<file path="src/rtl/button_conditioner.sv">
// Push-button front end: 2-FF synchronizer, stability-counter debounce, and
// long-press / auto-repeat event generation. All outputs are registered.
module button_conditioner #(
  parameter int DEBOUNCE_CYCLES = 65536,
  parameter int LONG_CYCLES     = 50000000,
  parameter int REPEAT_CYCLES   = 10000000,
  parameter bit REPEAT_EN       = 1'b1
) (
  input  logic clk,
  input  logic rst,
  input  logic btn_raw,
  output logic level,
  output logic press_pulse,
  output logic release_pulse,
  output logic long_pulse,
  output logic repeat_pulse,
  output logic long_active
);

  localparam int MAX_A = (DEBOUNCE_CYCLES > LONG_CYCLES) ? DEBOUNCE_CYCLES : LONG_CYCLES;
  localparam int MAX_P = (MAX_A > REPEAT_CYCLES) ? MAX_A : REPEAT_CYCLES;
  localparam int CW    = $clog2(MAX_P) + 1;

  localparam logic [CW-1:0] DB_N = CW'(DEBOUNCE_CYCLES);
  localparam logic [CW-1:0] LG_N = CW'(LONG_CYCLES);
  localparam logic [CW-1:0] RP_N = CW'(REPEAT_CYCLES);
  localparam bit DB_ONE = (DEBOUNCE_CYCLES == 1);

  typedef enum logic [2:0] {
    IDLE, PRESS_WAIT, PRESSED, HELD, RELEASE_WAIT
  } state_t;

  state_t        state;
  logic          ff1, sync;
  logic          origin;   // 1: release wait entered from HELD
  logic [CW-1:0] db_cnt, hold_cnt, rep_cnt;
  logic [CW-1:0] db_inc, hold_inc, rep_inc;
  logic          rel_now;

  function automatic logic [CW-1:0] sat_inc(input logic [CW-1:0] c);
    return (&c) ? c : c + 1'b1;
  endfunction

  assign db_inc   = sat_inc(db_cnt);
  assign hold_inc = sat_inc(hold_cnt);
  assign rep_inc  = sat_inc(rep_cnt);

  // Release is accepted either when the wait count completes, or immediately
  // on the first low sample when a single sample is enough to debounce.
  assign rel_now = !sync &&
                   ((state == RELEASE_WAIT && db_inc == DB_N) ||
                    ((state == PRESSED || state == HELD) && DB_ONE));

  always_ff @(posedge clk or posedge rst) begin
    if (rst) begin
      ff1  <= 1'b0;
      sync <= 1'b0;
    end else begin
      ff1  <= btn_raw;
      sync <= ff1;
    end
  end

  always_ff @(posedge clk or posedge rst) begin
    if (rst) begin
      state         <= IDLE;
      origin        <= 1'b0;
      db_cnt        <= '0;
      hold_cnt      <= '0;
      rep_cnt       <= '0;
      level         <= 1'b0;
      long_active   <= 1'b0;
      press_pulse   <= 1'b0;
      release_pulse <= 1'b0;
      long_pulse    <= 1'b0;
      repeat_pulse  <= 1'b0;
    end else begin
      press_pulse   <= 1'b0;
      release_pulse <= 1'b0;
      long_pulse    <= 1'b0;
      repeat_pulse  <= 1'b0;
      if (rel_now) begin
        state         <= IDLE;
        release_pulse <= 1'b1;
        level         <= 1'b0;
        long_active   <= 1'b0;
        db_cnt        <= '0;
        hold_cnt      <= '0;
        rep_cnt       <= '0;
      end else begin
        case (state)
          IDLE: begin
            if (sync) begin
              if (DB_ONE) begin
                state       <= PRESSED;
                press_pulse <= 1'b1;
                level       <= 1'b1;
                hold_cnt    <= '0;
              end else begin
                state  <= PRESS_WAIT;
                db_cnt <= CW'(1);
              end
            end
          end
          PRESS_WAIT: begin
            if (!sync) begin
              state  <= IDLE;
              db_cnt <= '0;
            end else if (db_inc == DB_N) begin
              state       <= PRESSED;
              press_pulse <= 1'b1;
              level       <= 1'b1;
              hold_cnt    <= '0;
              db_cnt      <= '0;
            end else begin
              db_cnt <= db_inc;
            end
          end
          PRESSED: begin
            if (!sync) begin
              state  <= RELEASE_WAIT;
              origin <= 1'b0;
              db_cnt <= CW'(1);
            end else if (hold_inc == LG_N) begin
              state       <= HELD;
              long_pulse  <= 1'b1;
              long_active <= 1'b1;
              hold_cnt    <= hold_inc;
              rep_cnt     <= '0;
            end else begin
              hold_cnt <= hold_inc;
            end
          end
          HELD: begin
            if (!sync) begin
              state  <= RELEASE_WAIT;
              origin <= 1'b1;
              db_cnt <= CW'(1);
            end else if (rep_inc == RP_N) begin
              repeat_pulse <= REPEAT_EN;
              rep_cnt      <= '0;
            end else begin
              rep_cnt <= rep_inc;
            end
          end
          RELEASE_WAIT: begin
            // Bounce back high: frozen hold/repeat counters resume as they were.
            if (sync) begin
              state  <= origin ? HELD : PRESSED;
              db_cnt <= '0;
            end else begin
              db_cnt <= db_inc;
            end
          end
          default: state <= IDLE;
        endcase
      end
    end
  end

endmodule
</file>
<file path="config.mk">
export PLATFORM = sky130hd
export DESIGN_NAME = button_conditioner
export DESIGN_NICKNAME = d
export VERILOG_FILES = /design/src/rtl/button_conditioner.sv
export SDC_FILE = /design/constraint.sdc
export NUM_CORES = 1
export LEC_CHECK = 0
export BUFFER_PORTS_ARGS = -buffer_cell sky130_fd_sc_hd__buf_2
export CORE_AREA = 2 2 85 149
export DETAILED_ROUTE_END_ITERATION = 10
export DIE_AREA = 0 0 87 151
export PLACE_DENSITY = 0.78
export SLEW_MARGIN = 0
export SYNTH_ARGS = -nofsm -noshare
export SYNTH_HDL_FRONTEND = slang
export SYNTH_SLANG_ARGS = --single-unit
</file>
<file path="constraint.sdc">
create_clock -name clk -period 4.3 [get_ports clk]
set_clock_uncertainty 0.15 [all_clocks]
set_input_delay 0.86 -clock clk [delete_from_list [all_inputs] [get_ports clk]]
set_output_delay 0.86 -clock clk [all_outputs]
set_load 0.1 [all_outputs]
</file>
==> metrics.cfg, run 1 <==
[status]
status=finished clean

[logic_synthesis]
netlist.area_leader.share=0.3300
ys_seq_area_frac=0.3300
synth_fp_nets=883
ys.flop_type=dfrtp_1
yosysTopAreaCell=dfrtp_1
synth-seq-cells=93
synth_area_sq_mm=0.007053
synth-edff-count=0
synth_top_cells_by_area=dfrtp_1, a31oi_1, nand3_1
yosysWarnings=0
syn_avg_cell_area_sq_um=8.042
synthArstFlopShare=1.000
yosysUniqueCellTypes=86
netlist_instances=877

[cts]
clockBufferDepth=2
cts.root.buffer_cell=clkbuf_16
clkTransAtPathRegs_ns=0.07
tritoncts=yes
worstSkewPairLatency_ns=0.35
cts_sinks=93
h-tree-depth=3
cts_buffers=9

[sta]
fmax_ghz=0.2442
tightestPinTransition_ns=0.7982
slew_violations=0
grt_setup_unrepaired=no
tns_ns=0
finalCriticalPeriod_ns=4.095
fin_crit_sh=0.9522
finalSetupViolations=0
relSlewSlack=0.4679
hold_viol_final=0

[floorplanning]
fp.dieH_um=151
start_util=0.5942
die_x_um=87
io_pins=9
dieArea_sq_mm=0.01314
num_rows=53
core_area_sq_mm=0.01187

[cells_and_area]
drive_gt1_frac=0.1284
n_antenna_cell=0
nets=881
synthToLayoutAreaGrowth_pct=8.391
fill_cells=1027

[global_routing]
grt_pass1_vias=7133
grt_pass1_wl_um=38230
grt_usage=0.3800
antenna_found_initial=0
grt_max_degree=40
grt-ovfl-total=0

[critical_path]
r2r_slack_ns=0.21
crit_path_end_kind=flip-flop
cp-start-kind=flip-flop
critPathKind=flip-flop to flip-flop
critPathRequiredTime_ns=4.39
crit_arrival_ns=4.18
cp_max_fo=16

[routing]
vias=7437
wirelength_um=23870
drc=0
drtAntennaViolNets=0
viasPerCell=7.313
wire_per_inst_um=23.47
first_pass_iters=5
drt_iter0_drc=718

[power]
cellPowerDensity_mw_per_mm2=235.7
p_leak_uw=0.002898
vdd_drop_max_mv=0.2562
finalPower_uw=1802

[placed_design]
hpwl_um=17720
gp_congestion=1.100
numPortBuffers=8

[run]
cap_violations=0

[worst_hold_path]
hp-class=flip-flop to flip-flop

==> cell families (layout without fill, tap and decap cells) <==
logic type | Yosys count | in the layout | share of synthesized area
XOR/XNOR | 24 | 24 | 0.02980
adder cells (fa/ha/maj) | 3 | 3 | 0.005323
multiplexers | 9 | 9 | 0.01313
flip-flops | 93 | 93 | 0.3300
buffers and inverters | 86 | 89 | 0.05269
AO/OA/AOI/OAI | 255 | 255 | 0.2487
AND/OR/NAND/NOR | 407 | 407 | 0.3204
==> state kept, by name (all words and copies together) (netlist names) <==
register       count
origin             1
level              1
sync               1
db_cnt            27
state              3
hold_cnt          27
long_pulse         1
press_pulse        1
rep_cnt           27
ff1                1
long_active        1
release_pulse      1
repeat_pulse       1
==> worst max-delay path: stages (launching register included) <==
cell       delay [ns]
dfrtp_1          0.44
ha_1             0.22
nand2_1          0.15
or3_1            0.48
a211o_1          0.35
xor2_1           0.18
a211oi_1         0.39
or4b_1           0.47
o21a_1           0.41
buf_4            0.31
o2bb2ai_1        0.16
mux2_2           0.27
==> metrics by stage <==
| step | hold slack, ns | setup slack, ns | utilization | cells | area [sq um] |
|---|---|---|---|---|---|
| after CTS | 0.2294 | 0.2245 | 0.6394 | 1014 | 7590 |
| after global placement | 0.2022 | 0.2223 | 0.6160 | 998 | 7312 |
| after detailed placement | 0.2137 | 0.2623 | 0.6160 | 998 | 7312 |
| final | 0.2285 | 0.2054 | 0.6440 | 1017 | 7645 |
| after global routing | 0.2319 | 0.01050 | 0.6440 | 1017 | 7645 |
| after floorplan | 0.1812 | 0.8387 | - | 877 | 7053 |
==> worst paths after layout <==
kind | start | to | cells past startpoint
worst max-delay path | hold_cnt[1] | rep_cnt[0] | 11
worst min-delay path | ff1 | sync | 0
worst max register to register | hold_cnt[1] | rep_cnt[0] | 11
worst min register to register | ff1 | sync | 0
max in group asynchronous | rst | db_cnt[9] | 3
min in group asynchronous | rst | db_cnt[26] | 2
==> synthesized netlist by cell type (all sizes together) (11+ instances only) <==
cell	instances
clkbuf	36
xnor2	19
nand3	67
and3	20
nand4	29
o31ai	19
nor4	19
nand2	86
o21ai	36
or4	11
and2	14
a21oi	48
nor2	70
inv	13
a31oi	57
dfrtp	93
nor3	34
buf	37
==> layout by cell type, fill, tap and decap left out, drive strengths merged, types with 6 or more instances in the layout <==
cell / instances
a211oi: 9
inv: 15
a21o: 6
nand4: 29
o21a: 6
a22o: 9
nand2: 86
nor4: 19
or3: 10
clkbuf: 11
o31ai: 19
o2bb2ai: 7
nand3: 67
and2: 14
nor3: 34
mux2i: 7
xnor2: 19
o21ai: 36
and4: 10
nor2: 70
or4: 11
o22a: 6
a21oi: 48
buf: 60
and3: 20
dfrtp: 93
or2: 6
a2111oi: 6
a31oi: 57
==> repair_timing <==
item | 4_1_cts | 5_1_grt
resized for setup | 0 | 6
setup buffers | 0 | 3
hold buffers | 0 | 0
setup endpoints to repair | 0 | 43
==> final cells by class <==
type / instances / area, sq um / area share
inverters: 13 / 51.30 / 0.006710
multi-input cells: 698 / 4387 / 0.5738
clock inverters: 5 / 45.04 / 0.005892
well taps: 137 / 171.4 / 0.02242
repair buffers: 60 / 430.4 / 0.05630
clock buffers: 11 / 232.7 / 0.03044
flip-flops and latches: 93 / 2327 / 0.3044
==> power breakdown <==
group	internal [uW]	switching [uW]
clock network	401	369
logic	36.8	83.9
registers	886	25.1
==> per-layer routing <==
layer	track usage	part of all wire	up-vias
li1	-	-	3358
met2	0.6676	0.52	436
met4	0.2398	0.071	0
met1	0.4195	0.35	3511
met3	0.05559	0.059	132
met5	0	0	-
(Power assumes the default switching activity.)
==> run 2: changes to the inputs <==
==> constraint.sdc (replaced) <==
create_clock -name clk -period 4.05 [get_ports clk]
set_clock_uncertainty 0.15 [all_clocks]
set_input_delay 0.81 -clock clk [delete_from_list [all_inputs] [get_ports clk]]
set_output_delay 0.81 -clock clk [all_outputs]
set_load 0.02 [all_outputs]
==> run 2 against run 1 <==
  * Clock power is 14% higher
  * Fmax is 5.8% higher
  * Wire length is 2.1% higher
  * Hold slack worse by 0.019 ns
  * First-iteration DRC count is 19% higher
  * Combinational power is 15% higher
  * Final cell count is 1.5% higher
  * Sequential power is 6.4% higher
  * Utilization is 1.3 points higher
  * Setup slack worse by 0.026 ns
  * Cell area is 1.9% higher
  * Via count is 0.51% higher
==> metrics.cfg, run 2 (synthesis gave the netlist of run 1 again) <==
[status]
status=finished clean

[sta]
setup_ws_ns=0.1790
finalCriticalPeriod_ns=3.871
fmax_ghz=0.2583
relSlewSlack=0.4182
fin_crit_sh=0.9558
hold_ws_ns=0.2095
slew_violations=0
hold_viol_final=0
tns_ns=0
finalSetupViolations=0
tightestPinTransition_ns=0.8727

[power]
vdd_drop_max_mv=0.2064
p_leak_uw=0.002990
cellPowerDensity_mw_per_mm2=254.8

[critical_path]
worstReg2RegEnd=level
critPathKind=flip-flop to flip-flop
cp_cell_sequence=ha_1 -> buf_4 -> and4_1 -> nand4_1 -> a31oi_2 -> mux2i_1 -> a211oi_1 -> nand3_1 -> or4_1 -> nor2_1 -> a21o_1
cpPeakStageDelay_ns=0.68
r2r_start=db_cnt[0]
crit_path_end_kind=flip-flop
cp-start-kind=flip-flop
slowest_stage=a211oi_1
r2r_cells=11
crit_arrival_ns=4.02
critPathRequiredTime_ns=4.20
r2r_slack_ns=0.18
cp_max_fo=6

[placed_design]
hpwl_um=18170
pre_cts_ws_ns=0.2535
gp_congestion=1.114
numPortBuffers=8

[cts]
tritoncts=yes
cts_setup_buffers=0
cts_resized=0
h-tree-depth=3
ctsHoldBuffers=0
cts_sinks=93
clkTransAtPathRegs_ns=0.07
clockBufferDepth=2
cts_buffers=9
worstSkewPairLatency_ns=0.35
cts.root.buffer_cell=clkbuf_16

[cells_and_area]
final_common_cell=dfrtp_1
reg.largest.list=db_cnt: 27 flops, hold_cnt: 27 flops, rep_cnt: 27 flops
final_util=0.6566
drive_gt1_frac=0.1432
layout_common_cells=dfrtp_1, nand2_1, nor2_1, nand3_1, buf_4
synthToLayoutAreaGrowth_pct=10.50
nets=895

[global_routing]
grt_usage=0.3781
grt_pass1_wl_um=37900
grt-ovfl-total=0
antenna_found_initial=1
grt_max_degree=47
grt_pass1_vias=7289

[routing]
viasPerCell=7.243
drt_iter0_drc=853
first_pass_iters=7
drc=0
vias=7475
drtAntennaViolNets=0
wire_per_inst_um=23.62
wirelength_um=24370

[floorplanning]
io_pins=9
num_rows=53
fp.dieH_um=151
die_x_um=87
dieArea_sq_mm=0.01314
start_util=0.5942
core_area_sq_mm=0.01187

[worst_hold_path]
holdPathStages=0
hold_end=sync
holdCritStartpoint=ff1
hp-class=flip-flop to flip-flop

[run]
cap_violations=0

==> run 2: worst max path at each step <==
| stage | from | end | slack, ns | depth (start not counted) |
|---|---|---|---|---|
| after floorplan | db_cnt[6] | rep_cnt[13] | 0.59 | 12 |
| after global placement | db_cnt[9] | db_cnt[11] | 0.29 | 11 |
| after detailed placement | db_cnt[5] | rep_cnt[13] | 0.25 | 9 |
| after CTS | db_cnt[5] | rep_cnt[13] | 0.20 | 9 |
| after global routing | db_cnt[9] | hold_cnt[24] | -0.01 | 10 |
| final | db_cnt[0] | level | 0.18 | 11 |
==> run 2: stage by stage <==
stage	area, sq um	power, uW	std cells
after floorplan	7053	1067	877
after global placement	7465	1112	1015
after detailed placement	7465	1119	1015
after CTS	7764	1989	1031
after global routing	7794	2039	1032
final	7794	1986	1032
==> run 2: layer usage <==
metal / track usage / wire (um) / part of all wire / up-vias
li1: - / - / - / 3377
met1: 0.3938 / 8538 / 0.35 / 3568
met2: 0.6721 / 12570 / 0.52 / 394
met3: 0.04905 / 1243 / 0.051 / 136
met4: 0.2844 / 2021 / 0.083 / 0
met5: 0 / 0 / 0 / -
==> run 2: layout make-up <==
cell class              instances  area [sq um]
fillers                       996          4076
flip-flops and latches         93          2327
repair buffers                 74         560.5
clock inverters                 6         70.07
well taps                     137         171.4
diodes                          1         2.502
inverters                      13         51.30
clock buffers                  10         229.0
multi-input cells             698          4382
==> run 2: critical path: cells and delay by family (launching register included) <==
kind / cells / cell delay, ns
simple gates: 5 / 1.60
compound gates: 3 / 1.07
flops: 1 / 0.43
fa+ha+maj: 1 / 0.23
buf+inv: 1 / 0.17
mux: 1 / 0.17
==> run 2: power breakdown <==
part | switching (uW) | leakage, uW | internal (uW) | total [uW]
combinational | 94.1 | 0.00155 | 44.5 | 139
clock | 393 | 0.000147 | 485 | 878
sequential | 28.6 | 0.00129 | 941 | 969
